[config.mk]
export PLATFORM = sky130hd
export DESIGN_NAME = ddr3_axi_tester
export DESIGN_NICKNAME = d
export VERILOG_FILES = /design/src/rtl/ddr3_axi_tester_pkg.sv /design/src/rtl/ddr3_axi_tester_pattern.sv /design/src/rtl/ddr3_axi_tester.sv
export SDC_FILE = /design/constraint.sdc
export NUM_CORES = 1
export LEC_CHECK = 0
export ABC_AREA = 1
export ABC_CLOCK_PERIOD_IN_PS = 4900
export BUFFER_PORTS_ARGS = -buffer_cell sky130_fd_sc_hd__buf_2
export CELL_PAD_IN_SITES_DETAIL_PLACEMENT = 0
export CELL_PAD_IN_SITES_GLOBAL_PLACEMENT = 1
export CORE_ASPECT_RATIO = 0.7
export CORE_MARGIN = 2
export CORE_UTILIZATION = 25
export CTS_BUF_LIST = sky130_fd_sc_hd__clkbuf_2
export CTS_CLUSTER_DIAMETER = 80
export DETAILED_ROUTE_END_ITERATION = 6
export PLACE_DENSITY = 0.56
export SLEW_MARGIN = 20
export SYNTH_ARGS = -nofsm -noshare
export SYNTH_HDL_FRONTEND = slang
export SYNTH_SLANG_ARGS = --single-unit
[constraint.sdc]
create_clock -name clk_i -period 4.9 [get_ports clk_i]
set_input_delay 0.49 -clock clk_i [delete_from_list [all_inputs] [get_ports clk_i]]
set_output_delay 0.49 -clock clk_i [all_outputs]
set_load 0.1 [all_outputs]
[src/rtl/ddr3_axi_tester_pkg.sv]
// Shared types and constants for the DDR3 AXI tester.
package ddr3_axi_tester_pkg;

  typedef enum logic [2:0] {
    ST_IDLE    = 3'd0,
    ST_WR_ADDR = 3'd1,
    ST_WR_DATA = 3'd2,
    ST_WR_RESP = 3'd3,
    ST_RD_ADDR = 3'd4,
    ST_RD_DATA = 3'd5,
    ST_DONE    = 3'd6
  } state_t;

  localparam logic [1:0]  AXI_BURST_INCR = 2'b01;
  localparam logic [1:0]  AXI_RESP_OKAY  = 2'b00;

  // Galois feedback mask for x^32 + x^22 + x^2 + x + 1 (right-shifting form).
  localparam logic [31:0] LFSR_TAPS      = 32'h8020_0003;

  // One step of the right-shifting Galois LFSR.
  function automatic logic [31:0] lfsr_step(input logic [31:0] value);
    lfsr_step = {1'b0, value[31:1]} ^ (value[0] ? LFSR_TAPS : 32'h0000_0000);
  endfunction

endpackage

[src/rtl/ddr3_axi_tester_pattern.sv]
// Beat data generator shared by the write and read phases.
// load_i restarts the sequence at the first beat of a phase, step_i advances
// it by one beat. Beats are contiguous across bursts, so one load per phase
// is enough.
// Build option DDR3_AXI_TESTER_LFSR_EN: defined selects a seeded 32-bit
// Galois LFSR; undefined selects beat_address ^ seed.
module ddr3_axi_tester_pattern
  import ddr3_axi_tester_pkg::*;
(
  input  logic        clk_i,
  input  logic        rst_n_i,
  input  logic        load_i,
  input  logic        step_i,
  input  logic [31:0] addr_i,
  input  logic [31:0] seed_i,
  output logic [31:0] data_o
);

`ifdef DDR3_AXI_TESTER_LFSR_EN
  logic [31:0] lfsr_r;

  // LFSR state: an all-zero seed would lock up, so it is replaced by 1.
  always_ff @(posedge clk_i) begin
    if (!rst_n_i) begin
      lfsr_r <= 32'h0000_0001;
    end else if (load_i) begin
      lfsr_r <= (seed_i == 32'h0000_0000) ? 32'h0000_0001 : seed_i;
    end else if (step_i) begin
      lfsr_r <= lfsr_step(lfsr_r);
    end
  end

  assign data_o = lfsr_r;
`else
  logic [31:0] addr_r;
  logic [31:0] seed_r;

  // Track the current beat address; it wraps silently at 32 bits.
  always_ff @(posedge clk_i) begin
    if (!rst_n_i) begin
      addr_r <= 32'h0000_0000;
      seed_r <= 32'h0000_0000;
    end else if (load_i) begin
      addr_r <= addr_i;
      seed_r <= seed_i;
    end else if (step_i) begin
      addr_r <= addr_r + 32'd4;
    end
  end

  assign data_o = addr_r ^ seed_r;
`endif

endmodule

[src/rtl/ddr3_axi_tester.sv]
// AXI4 write/read-back memory tester: writes a pattern over a contiguous
// region as INCR bursts, reads it back and compares every beat.
// One transaction is outstanding at a time. Build option
// DDR3_AXI_TESTER_LFSR_EN selects the LFSR data pattern (see pattern block).
module ddr3_axi_tester
  import ddr3_axi_tester_pkg::*;
#(
  parameter int         BURST_LEN = 8,
  parameter logic [3:0] AXI_ID    = 4'd0
) (
  input  logic        clk_i,
  input  logic        rst_n_i,
  input  logic        start_i,
  input  logic [31:0] base_addr_i,
  input  logic [15:0] num_bursts_i,
  input  logic [31:0] seed_i,
  output logic        busy_o,
  output logic        done_o,
  output logic        pass_o,
  output logic [15:0] error_count_o,
  output logic [31:0] first_err_addr_o,
  output logic        outport_awvalid_o,
  output logic [31:0] outport_awaddr_o,
  output logic [3:0]  outport_awid_o,
  output logic [7:0]  outport_awlen_o,
  output logic [1:0]  outport_awburst_o,
  output logic        outport_wvalid_o,
  output logic [31:0] outport_wdata_o,
  output logic [3:0]  outport_wstrb_o,
  output logic        outport_wlast_o,
  output logic        outport_bready_o,
  output logic        outport_arvalid_o,
  output logic [31:0] outport_araddr_o,
  output logic [3:0]  outport_arid_o,
  output logic [7:0]  outport_arlen_o,
  output logic [1:0]  outport_arburst_o,
  output logic        outport_rready_o,
  input  logic        outport_awready_i,
  input  logic        outport_wready_i,
  input  logic        outport_bvalid_i,
  input  logic [1:0]  outport_bresp_i,
  input  logic [3:0]  outport_bid_i,
  input  logic        outport_arready_i,
  input  logic        outport_rvalid_i,
  input  logic [31:0] outport_rdata_i,
  input  logic [1:0]  outport_rresp_i,
  input  logic [3:0]  outport_rid_i,
  input  logic        outport_rlast_i
);

  // Aligning the base to a whole burst keeps every burst inside one 4 KB page.
  localparam int          ALIGN_BITS  = $clog2(BURST_LEN * 4);
  localparam logic [31:0] ALIGN_MASK  = ~((32'd1 << ALIGN_BITS) - 32'd1);
  localparam logic [31:0] BURST_BYTES = 32'(BURST_LEN * 4);
  localparam logic [7:0]  LAST_BEAT   = 8'(BURST_LEN - 1);

  state_t      state_r, state_next_s;
  logic [31:0] base_r, burst_addr_r, seed_r;
  logic [15:0] num_bursts_r, burst_cnt_r;
  logic [7:0]  beat_cnt_r;
  logic [15:0] err_cnt_r;
  logic [31:0] first_err_r;
  logic        awvalid_r, wvalid_r, bready_r, arvalid_r, rready_r;
  logic        busy_r, done_r, pass_r;

  logic        start_acc_s, last_beat_s, last_burst_s;
  logic        w_fire_s, b_fire_s, r_fire_s;
  logic        err_hit_s;
  logic [31:0] err_addr_s, beat_addr_s, base_aligned_s;
  logic        pat_load_s, pat_step_s;
  logic [31:0] pat_addr_s, pat_seed_s, pat_data_s;

  assign start_acc_s    = start_i && ((state_r == ST_IDLE) || (state_r == ST_DONE));
  assign base_aligned_s = base_addr_i & ALIGN_MASK;
  assign last_beat_s    = (beat_cnt_r == LAST_BEAT);
  assign last_burst_s   = (burst_cnt_r == (num_bursts_r - 16'd1));
  assign beat_addr_s    = burst_addr_r + {22'd0, beat_cnt_r, 2'b00};
  assign w_fire_s       = wvalid_r && outport_wready_i;
  assign b_fire_s       = bready_r && outport_bvalid_i;
  assign r_fire_s       = rready_r && outport_rvalid_i;

  // The generator restarts at the base for each phase and steps per beat.
  assign pat_load_s = start_acc_s || (b_fire_s && last_burst_s);
  assign pat_step_s = w_fire_s || r_fire_s;
  assign pat_addr_s = start_acc_s ? base_aligned_s : base_r;
  assign pat_seed_s = start_acc_s ? seed_i : seed_r;

  ddr3_axi_tester_pattern u_pattern (
    .clk_i   (clk_i),
    .rst_n_i (rst_n_i),
    .load_i  (pat_load_s),
    .step_i  (pat_step_s),
    .addr_i  (pat_addr_s),
    .seed_i  (pat_seed_s),
    .data_o  (pat_data_s)
  );

  // State register.
  always_ff @(posedge clk_i) begin
    if (!rst_n_i) begin
      state_r <= ST_IDLE;
    end else begin
      state_r <= state_next_s;
    end
  end

  // Next-state logic; the beat and burst counters decide where bursts end.
  always_comb begin
    state_next_s = state_r;
    case (state_r)
      ST_IDLE, ST_DONE: begin
        if (start_acc_s) begin
          state_next_s = (num_bursts_i == 16'd0) ? ST_DONE : ST_WR_ADDR;
        end else begin
          state_next_s = state_r;
        end
      end
      ST_WR_ADDR: begin
        if (outport_awready_i) state_next_s = ST_WR_DATA;
        else                   state_next_s = ST_WR_ADDR;
      end
      ST_WR_DATA: begin
        if (w_fire_s && last_beat_s) state_next_s = ST_WR_RESP;
        else                         state_next_s = ST_WR_DATA;
      end
      ST_WR_RESP: begin
        if (b_fire_s) state_next_s = last_burst_s ? ST_RD_ADDR : ST_WR_ADDR;
        else          state_next_s = ST_WR_RESP;
      end
      ST_RD_ADDR: begin
        if (outport_arready_i) state_next_s = ST_RD_DATA;
        else                   state_next_s = ST_RD_ADDR;
      end
      ST_RD_DATA: begin
        if (r_fire_s && last_beat_s) state_next_s = last_burst_s ? ST_DONE : ST_RD_ADDR;
        else                         state_next_s = ST_RD_DATA;
      end
      default: state_next_s = ST_IDLE;
    endcase
  end

  // Region, burst and beat bookkeeping.
  always_ff @(posedge clk_i) begin
    if (!rst_n_i) begin
      base_r       <= 32'h0000_0000;
      burst_addr_r <= 32'h0000_0000;
      seed_r       <= 32'h0000_0000;
      num_bursts_r <= 16'd0;
      burst_cnt_r  <= 16'd0;
      beat_cnt_r   <= 8'd0;
    end else if (start_acc_s) begin
      base_r       <= base_aligned_s;
      burst_addr_r <= base_aligned_s;
      seed_r       <= seed_i;
      num_bursts_r <= num_bursts_i;
      burst_cnt_r  <= 16'd0;
      beat_cnt_r   <= 8'd0;
    end else begin
      if (w_fire_s || r_fire_s) begin
        beat_cnt_r <= last_beat_s ? 8'd0 : (beat_cnt_r + 8'd1);
      end
      if (b_fire_s || (r_fire_s && last_beat_s)) begin
        if (last_burst_s) begin
          burst_cnt_r  <= 16'd0;
          burst_addr_r <= base_r;
        end else begin
          burst_cnt_r  <= burst_cnt_r + 16'd1;
          burst_addr_r <= burst_addr_r + BURST_BYTES;
        end
      end
    end
  end

  // Classify each response: a failing beat counts once whatever went wrong.
  always_comb begin
    err_hit_s  = 1'b0;
    err_addr_s = 32'h0000_0000;
    if (b_fire_s) begin
      err_hit_s  = (outport_bresp_i != AXI_RESP_OKAY) || (outport_bid_i != AXI_ID);
      err_addr_s = burst_addr_r;
    end else if (r_fire_s) begin
      err_hit_s  = (outport_rdata_i != pat_data_s) ||
                   (outport_rresp_i != AXI_RESP_OKAY) ||
                   (outport_rid_i != AXI_ID) ||
                   (outport_rlast_i != last_beat_s);
      err_addr_s = beat_addr_s;
    end else begin
      err_hit_s  = 1'b0;
      err_addr_s = 32'h0000_0000;
    end
  end

  // Saturating error counter and first-failure address capture.
  always_ff @(posedge clk_i) begin
    if (!rst_n_i) begin
      err_cnt_r   <= 16'd0;
      first_err_r <= 32'h0000_0000;
    end else if (start_acc_s) begin
      err_cnt_r   <= 16'd0;
      first_err_r <= 32'h0000_0000;
    end else if (err_hit_s) begin
      if (err_cnt_r != 16'hFFFF) err_cnt_r <= err_cnt_r + 16'd1;
      if (err_cnt_r == 16'd0)    first_err_r <= err_addr_s;
    end
  end

  // Handshake and status outputs, registered from the next state.
  always_ff @(posedge clk_i) begin
    if (!rst_n_i) begin
      awvalid_r <= 1'b0;
      wvalid_r  <= 1'b0;
      bready_r  <= 1'b0;
      arvalid_r <= 1'b0;
      rready_r  <= 1'b0;
      busy_r    <= 1'b0;
      done_r    <= 1'b0;
      pass_r    <= 1'b0;
    end else begin
      awvalid_r <= (state_next_s == ST_WR_ADDR);
      wvalid_r  <= (state_next_s == ST_WR_DATA);
      bready_r  <= (state_next_s == ST_WR_RESP);
      arvalid_r <= (state_next_s == ST_RD_ADDR);
      rready_r  <= (state_next_s == ST_RD_DATA);
      busy_r    <= (state_next_s != ST_IDLE) && (state_next_s != ST_DONE);
      done_r    <= (state_next_s == ST_DONE);
      pass_r    <= (state_next_s == ST_DONE) && !err_hit_s &&
                   (start_acc_s || (err_cnt_r == 16'd0));
    end
  end

  assign busy_o            = busy_r;
  assign done_o            = done_r;
  assign pass_o            = pass_r;
  assign error_count_o     = err_cnt_r;
  assign first_err_addr_o  = first_err_r;

  assign outport_awvalid_o = awvalid_r;
  assign outport_awaddr_o  = burst_addr_r;
  assign outport_awid_o    = AXI_ID;
  assign outport_awlen_o   = LAST_BEAT;
  assign outport_awburst_o = AXI_BURST_INCR;
  assign outport_wvalid_o  = wvalid_r;
  assign outport_wdata_o   = pat_data_s;
  assign outport_wstrb_o   = 4'hF;
  assign outport_wlast_o   = wvalid_r && last_beat_s;
  assign outport_bready_o  = bready_r;
  assign outport_arvalid_o = arvalid_r;
  assign outport_araddr_o  = burst_addr_r;
  assign outport_arid_o    = AXI_ID;
  assign outport_arlen_o   = LAST_BEAT;
  assign outport_arburst_o = AXI_BURST_INCR;
  assign outport_rready_o  = rready_r;

endmodule

==> impl_metrics.ini, run 1 <==
[final_layout]
final_core_util = 0.308
final_cell_mix = 448 x nand2_1, 280 x buf_2, 278 x inv_1, 278 x nor2_1, 259 x dfxtp_1
nNetsFinal = 2751
syn_to_final_growth_pct = 21.5
final_layout_size_suffix_gt1_frac = 0.171
final_common_cell = nand2_1

[sta]
tightest_slew_ps = 1080
max_freq_mhz = 291
period_share = 0.701
rsz0062_at_grt = false
finalClockSkew_ps = 137
setup_viol = 0
hold_viol = 0
slew_headroom = 0.280
report.final.slew_viol_count = 0
period_minus_slack_ps = 3430
tns_ps = 0

[floorplan]
initial_core_util = 0.253
die_y_um = 211
num_io_pins = 318
dieArea_mm2 = 0.0630
core_mm2 = 0.0602
num_rows = 75
dieWidth_um = 299

[synth]
avgSynthCellArea_um2 = 6.71
synth_edf_count = 0
synth_cells = 2272
synth_ff_type = dfxtp_1
syn_area_mm2 = 0.0152
ys_seq_elements = 259
ys_seq_area_frac = 0.340
ys_types = 52
yosys_warnings = 0
synthArstFlopShare = 0

[power]
power_mw = 6.40
leakage_nw = 8.45
vdd_drop_max_uv = 167
p_per_area_mw_per_mm2 = 345

[grt]
grt_max_degree = 65
antenna_found_initial = 1
grt_usage = 0.184
gr-total-overflow = 0
grt_pass1_vias = 15200
grt_pass1_wl_um = 89300

[critical_path]
worstPathRequired_ps = 4410
crit_buf_inv = 2
endpoint_kind = primary output
path_delay_family = buffers and inverters
cp_max_fo = 5
worstPathArrival_ps = 2940
slowest_stage = dfxtp_1
cp_common_cell = nor2_1
slowest_delay_ps = 440
startpoint_type = register
path_cells = ha_1, nand3_1, nor2_1, inv_1, nor2_1, buf_2
worstSetupPathType = register to primary output

[worst_hold_path]
hold_path.class = primary input to register

[routing]
wl_per_cell_um = 17.1
dr.pass1.iters = 7
postRouteAntennaNets = 0
vias_per_cell = 4.51
drcViolationCount = 0
drt-initial-drc-count = 1009
drt-total-wl_um = 59200
vias = 15700

[clocking]
clk_pin_slew_ps = 100
numCtsBuffers = 77
h-tree-depth = 3
clock_sinks = 259
cts_root_buf = clkbuf_2
insertion_delay_ps = 1080
cts_buffer_depth = 3
tritoncts = yes

[placed_design]
gp_congestion = 0.885
io_buffers = 280
hpwlAfterDp_um = 45100

[outcome]
status = completed

[flow_run]
maxCapViolations = 0
[Yosys cell counts, types with 2 or more instances]
master	number	area, µm²
nand2_1	449	1690
inv_1	278	1040
nor2_1	278	1040
dfxtp_1	259	5180
a21oi_1	148	741
nand3_1	147	736
o21ai_0	143	716
xor2_1	116	1020
buf_4	71	533
nand4_1	57	357
clkbuf_1	49	184
nor3_1	49	245
mux2i_1	32	320
xnor2_1	32	280
buf_2	28	140
o21ai_1	21	105
nor4_1	19	119
ha_1	15	188
nand2_2	8	50.1
a31oi_1	6	37.5
inv_2	5	18.8
nand3b_1	5	37.5
o211ai_1	5	37.5
or2_2	5	31.3
buf_1	4	15.0
buf_6	4	45.0
nor2_2	4	25.0
a21o_1	2	15.0
a21oi_2	2	17.5
and2_1	2	12.5
conb_1	2	7.51
nand3_2	2	20.0
nor3b_1	2	15.0
o21a_1	2	15.0
o21bai_1	2	15.0
o22ai_1	2	12.5
o31ai_1	2	15.0
[cell type report]
type / instances / area (µm²)
Antenna cell: 2 / 5.00
Clock buffer: 116 / 581
Clock inverter: 21 / 118
Fill cell: 6756 / 41600
Inverter: 284 / 1070
Multi-Input combinational cell: 1601 / 8200
Sequential cell: 259 / 5180
Tap cell: 808 / 1010
Timing Repair Buffer: 379 / 2360
[sequential cells by signal, indices dropped and copies added, names as in the netlist, 3 cells and up, named ones only]
name and cells:
base_r 32, first_err_addr_o 32, seed_r 32, u_pattern.addr_r 32
u_pattern.seed_r 32, outport_araddr_o 27, burst_cnt_r 16, error_count_o 16
num_bursts_r 16, beat_cnt_r 8, state_r 3
[layer usage]
layer,GRT usage,vias up,routed length [µm]
met5,0,-,0
met4,0.0486,0,920
met3,0.0347,74,2560
met2,0.285,326,26100
met1,0.261,7365,29600
li1,-,7902,-
[worst paths after layout]
| kind | startpoint | end | slack (ps) | cells past startpoint |
|---|---|---|---|---|
| setup / recovery | beat_cnt_r[1] | outport_wlast_o | 1470 | 6 |
| hold / removal | start_i | outport_araddr_o[6] | 140 | 4 |
| setup reg to reg | beat_cnt_r[1] | burst_cnt_r[0] | 1510 | 10 |
| hold reg to reg | first_err_addr_o[14] | first_err_addr_o[14] | 460 | 2 |
[kinds of logic (layout without fill, tap and decap cells)]
group,count (synthesis),count (layout),synth area share
AND/OR/NAND/NOR,1033,1033,0.292
flip-flops,259,259,0.340
AO/OA/AOI/OAI,340,340,0.117
buffers and inverters,442,800,0.131
other,2,34,0.000493
XOR/XNOR,148,148,0.0850
multiplexers,32,32,0.0210
adder cells (fa/ha/maj),16,16,0.0136
[what timing repair did]
action / in CTS / in global routing
hold buffers: 81 / 0
resized for setup: 0 / 0
setup buffers: 0 / 0
endpoints found under the hold margin: 175 / 0
[metrics by stage]
stage / setup WS [ps] / std cells / hold WS, ps / instance area [µm²]
floorplan: 1530 / 2302 / 431 / 15400
global placement: 1530 / 3250 / 449 / 17000
detailed placement: 1470 / 3250 / 452 / 17000
CTS: 1280 / 3468 / 46.0 / 18500
global route: 1120 / 3469 / 92.1 / 18500
finish: 1470 / 3470 / 137 / 18500
[report_power, final]
| part | switching, mW | internal [mW] |
|---|---|---|
| clock | 1.05 | 0.685 |
| sequential | 0.175 | 2.26 |
| combinational | 1.73 | 0.500 |
| total | 2.96 | 3.44 |
[worst min-delay path, stage by stage]
cell and delay (ps):
buf_2 140, nand2_4 250, nand3_1 200, a21oi_1 50
Note: power is estimated with default switching activity, not from simulation.
==> run 2: changes to the inputs <==
Settings changed: ABC_AREA 1 to 0, ABC_CLOCK_PERIOD_IN_PS 4900 to 3600, PLACE_DENSITY 0.56 to 0.54.
Clock period 4.9 ns to 3.6 ns, I/O delays scaled along.
==> run 2 against run 1 <==
Cell count down 17%. Die area fell by 6.9%. Clock power rose by 35%. Register-to-register slack worse by 1300 ps. Critical path type is now register to register. Largest power group unchanged.
==> impl_metrics.ini, run 2 <==
[power]
power_mw = 7.58
p_per_area_mw_per_mm2 = 416
leakage_nw = 7.90
vdd_drop_max_uv = 258

[critical_path]
worstPathArrival_ps = 4190
endpoint_kind = register
worstPathRequired_ps = 4430
cp_max_fo = 24
path_cells = inv_1, ha_1, or4b_2, nor4_1, xnor2_1, a221o_1, or4_1, buf_4, nand2_1, buf_4, nor2_1
worstSetupPathType = register to register
slowest_delay_ps = 660
slowest_stage = or4b_2
startpoint_type = register
cp_common_cell = buf_4
crit_buf_inv = 3
path_delay_family = simple AND/OR/NAND/NOR gates

[routing]
vias_per_cell = 4.72
drt-initial-drc-count = 763
drt-total-wl_um = 53300
drcViolationCount = 0
vias = 13600
wl_per_cell_um = 18.6
postRouteAntennaNets = 0
dr.pass1.iters = 5

[sta]
tns_ps = 0
period_minus_slack_ps = 3360
max_freq_mhz = 297
hold_viol = 0
rsz0062_at_grt = false
setup_viol = 0
slew_headroom = 0.536
finalClockSkew_ps = 104
tightest_slew_ps = 696
period_share = 0.934
hold_slack_ps = 146
report.final.slew_viol_count = 0

[placed_design]
hpwlAfterDp_um = 38900
gp_congestion = 0.818
place_area_mm2 = 0.0164
io_buffers = 280

[clocking]
tritoncts = yes
cts_root_buf = clkbuf_2
numCtsBuffers = 78
cts_setup_buffers = 0
clock_sinks = 259
insertion_delay_ps = 1030
h-tree-depth = 3
cts_buffer_depth = 3
clk_pin_slew_ps = 90

[worst_hold_path]
hold_path.class = primary input to register

[synth]
synthTopCellsByArea = dfxtp_1 37%, nand2_1 6.4%, xor2_1 4.9%
synth_top_area_share = 0.366
synth_commonest_cells = 259 x dfxtp_1, 240 x nand2_1, 123 x a21oi_1, 97 x nor2_1, 80 x clkbuf_1
ys_seq_elements = 259
yosys_warnings = 0
synthArstFlopShare = 0
ys_seq_area_frac = 0.366
yosys.cell_count.top_type = dfxtp_1
avgSynthCellArea_um2 = 8.49
synth_top_cell_by_area = dfxtp_1
synth_cells = 1669
synth_edf_count = 0
synth_ff_type = dfxtp_1
syn_area_mm2 = 0.0142
ys_types = 72

[floorplan]
dieWidth_um = 289
num_rows = 72
initial_core_util = 0.255
dieArea_mm2 = 0.0586
core_mm2 = 0.0557
num_io_pins = 318
die_y_um = 203

[grt]
grt_pass1_wl_um = 79200
grt_usage = 0.178
gr-total-overflow = 0
grt_max_degree = 82
grt_pass1_vias = 13100
antenna_found_initial = 9

[outcome]
status = completed

[flow_run]
maxCapViolations = 0

[final_layout]
fillCellCount = 6010
nNetsFinal = 2220
syn_to_final_growth_pct = 28.6
final_cell_area_mm2 = 0.0182
final_layout_size_suffix_gt1_frac = 0.242
final_common_cell = buf_2
final_cell_mix = 280 x buf_2, 259 x dfxtp_1, 239 x nand2_1, 123 x a21oi_1, 113 x clkbuf_2
## run 2: where the power goes
part           internal [mW]  total, mW  switching, mW
Combinational          0.582       2.07           1.49
Sequential              3.00       3.16          0.158
Clock                  0.972       2.35           1.38
Total                   4.55       7.58           3.03
## run 2: logic make-up (layout without fill, tap and decap cells)
| family | after synthesis | count (layout) | synth area share |
|---|---|---|---|
| flops | 259 | 259 | 0.366 |
| buf+inv | 200 | 621 | 0.0726 |
| other cells | 2 | 44 | 0.000530 |
| mux | 71 | 71 | 0.0542 |
| xor+xnor | 164 | 164 | 0.130 |
| fa+ha+maj | 16 | 16 | 0.0147 |
| compound gates | 302 | 302 | 0.135 |
| simple gates | 655 | 655 | 0.227 |
## run 2: path summary, 6_finish.rpt
path                                       from               to  slack, ps  cells past startpoint
worst max register to register  num_bursts_r[1]  burst_cnt_r[13]        240                     11
worst min-delay path                  seed_i[4]        seed_r[4]        150                      4
worst min register to register       seed_r[26]       seed_r[26]        460                      2
worst max-delay path            num_bursts_r[1]  burst_cnt_r[13]        240                     11
## run 2: repair_timing
| item | CTS | global route |
|---|---|---|
| setup endpoints to repair | 0 | 2 |
| hold endpoints to repair | 184 | 1 |
| resized for setup | 0 | 2 |
| hold buffers | 110 | 1 |
## run 2: through the flow
stage,instances,setup slack (ps),utilization
floorplan,1699,315,-
global placement,2620,265,0.294
detailed placement,2620,224,0.294
CTS,2859,230,0.327
global route,2867,2.09,0.327
finish,2872,239,0.327
## run 2: routing by layer
metal | vias to the layer above | part of all wire | GRT usage
li1 | 6650 | - | -
met1 | 6457 | 0.48 | 0.250
met2 | 359 | 0.44 | 0.270
met3 | 80 | 0.055 | 0.0427
met4 | 4 | 0.020 | 0.0490
met5 | - | 0.00049 | 0
## run 2: tightest hold or removal path: stages
cell	delay, ps
dlygate4sd3_1	530
buf_2	120
nand2_1	40
a21oi_1	70
## run 2: layout make-up
type / count / area (µm²) / area share
multi-input cells: 1240 / 8140 / 0.447
flip-flops and latches: 259 / 5180 / 0.285
repair buffers: 463 / 3140 / 0.172
well taps: 740 / 926 / 0.0508
clock buffers: 113 / 566 / 0.0310
clock inverters: 16 / 123 / 0.00673
inverters: 29 / 110 / 0.00604
diodes: 12 / 30.0 / 0.00165
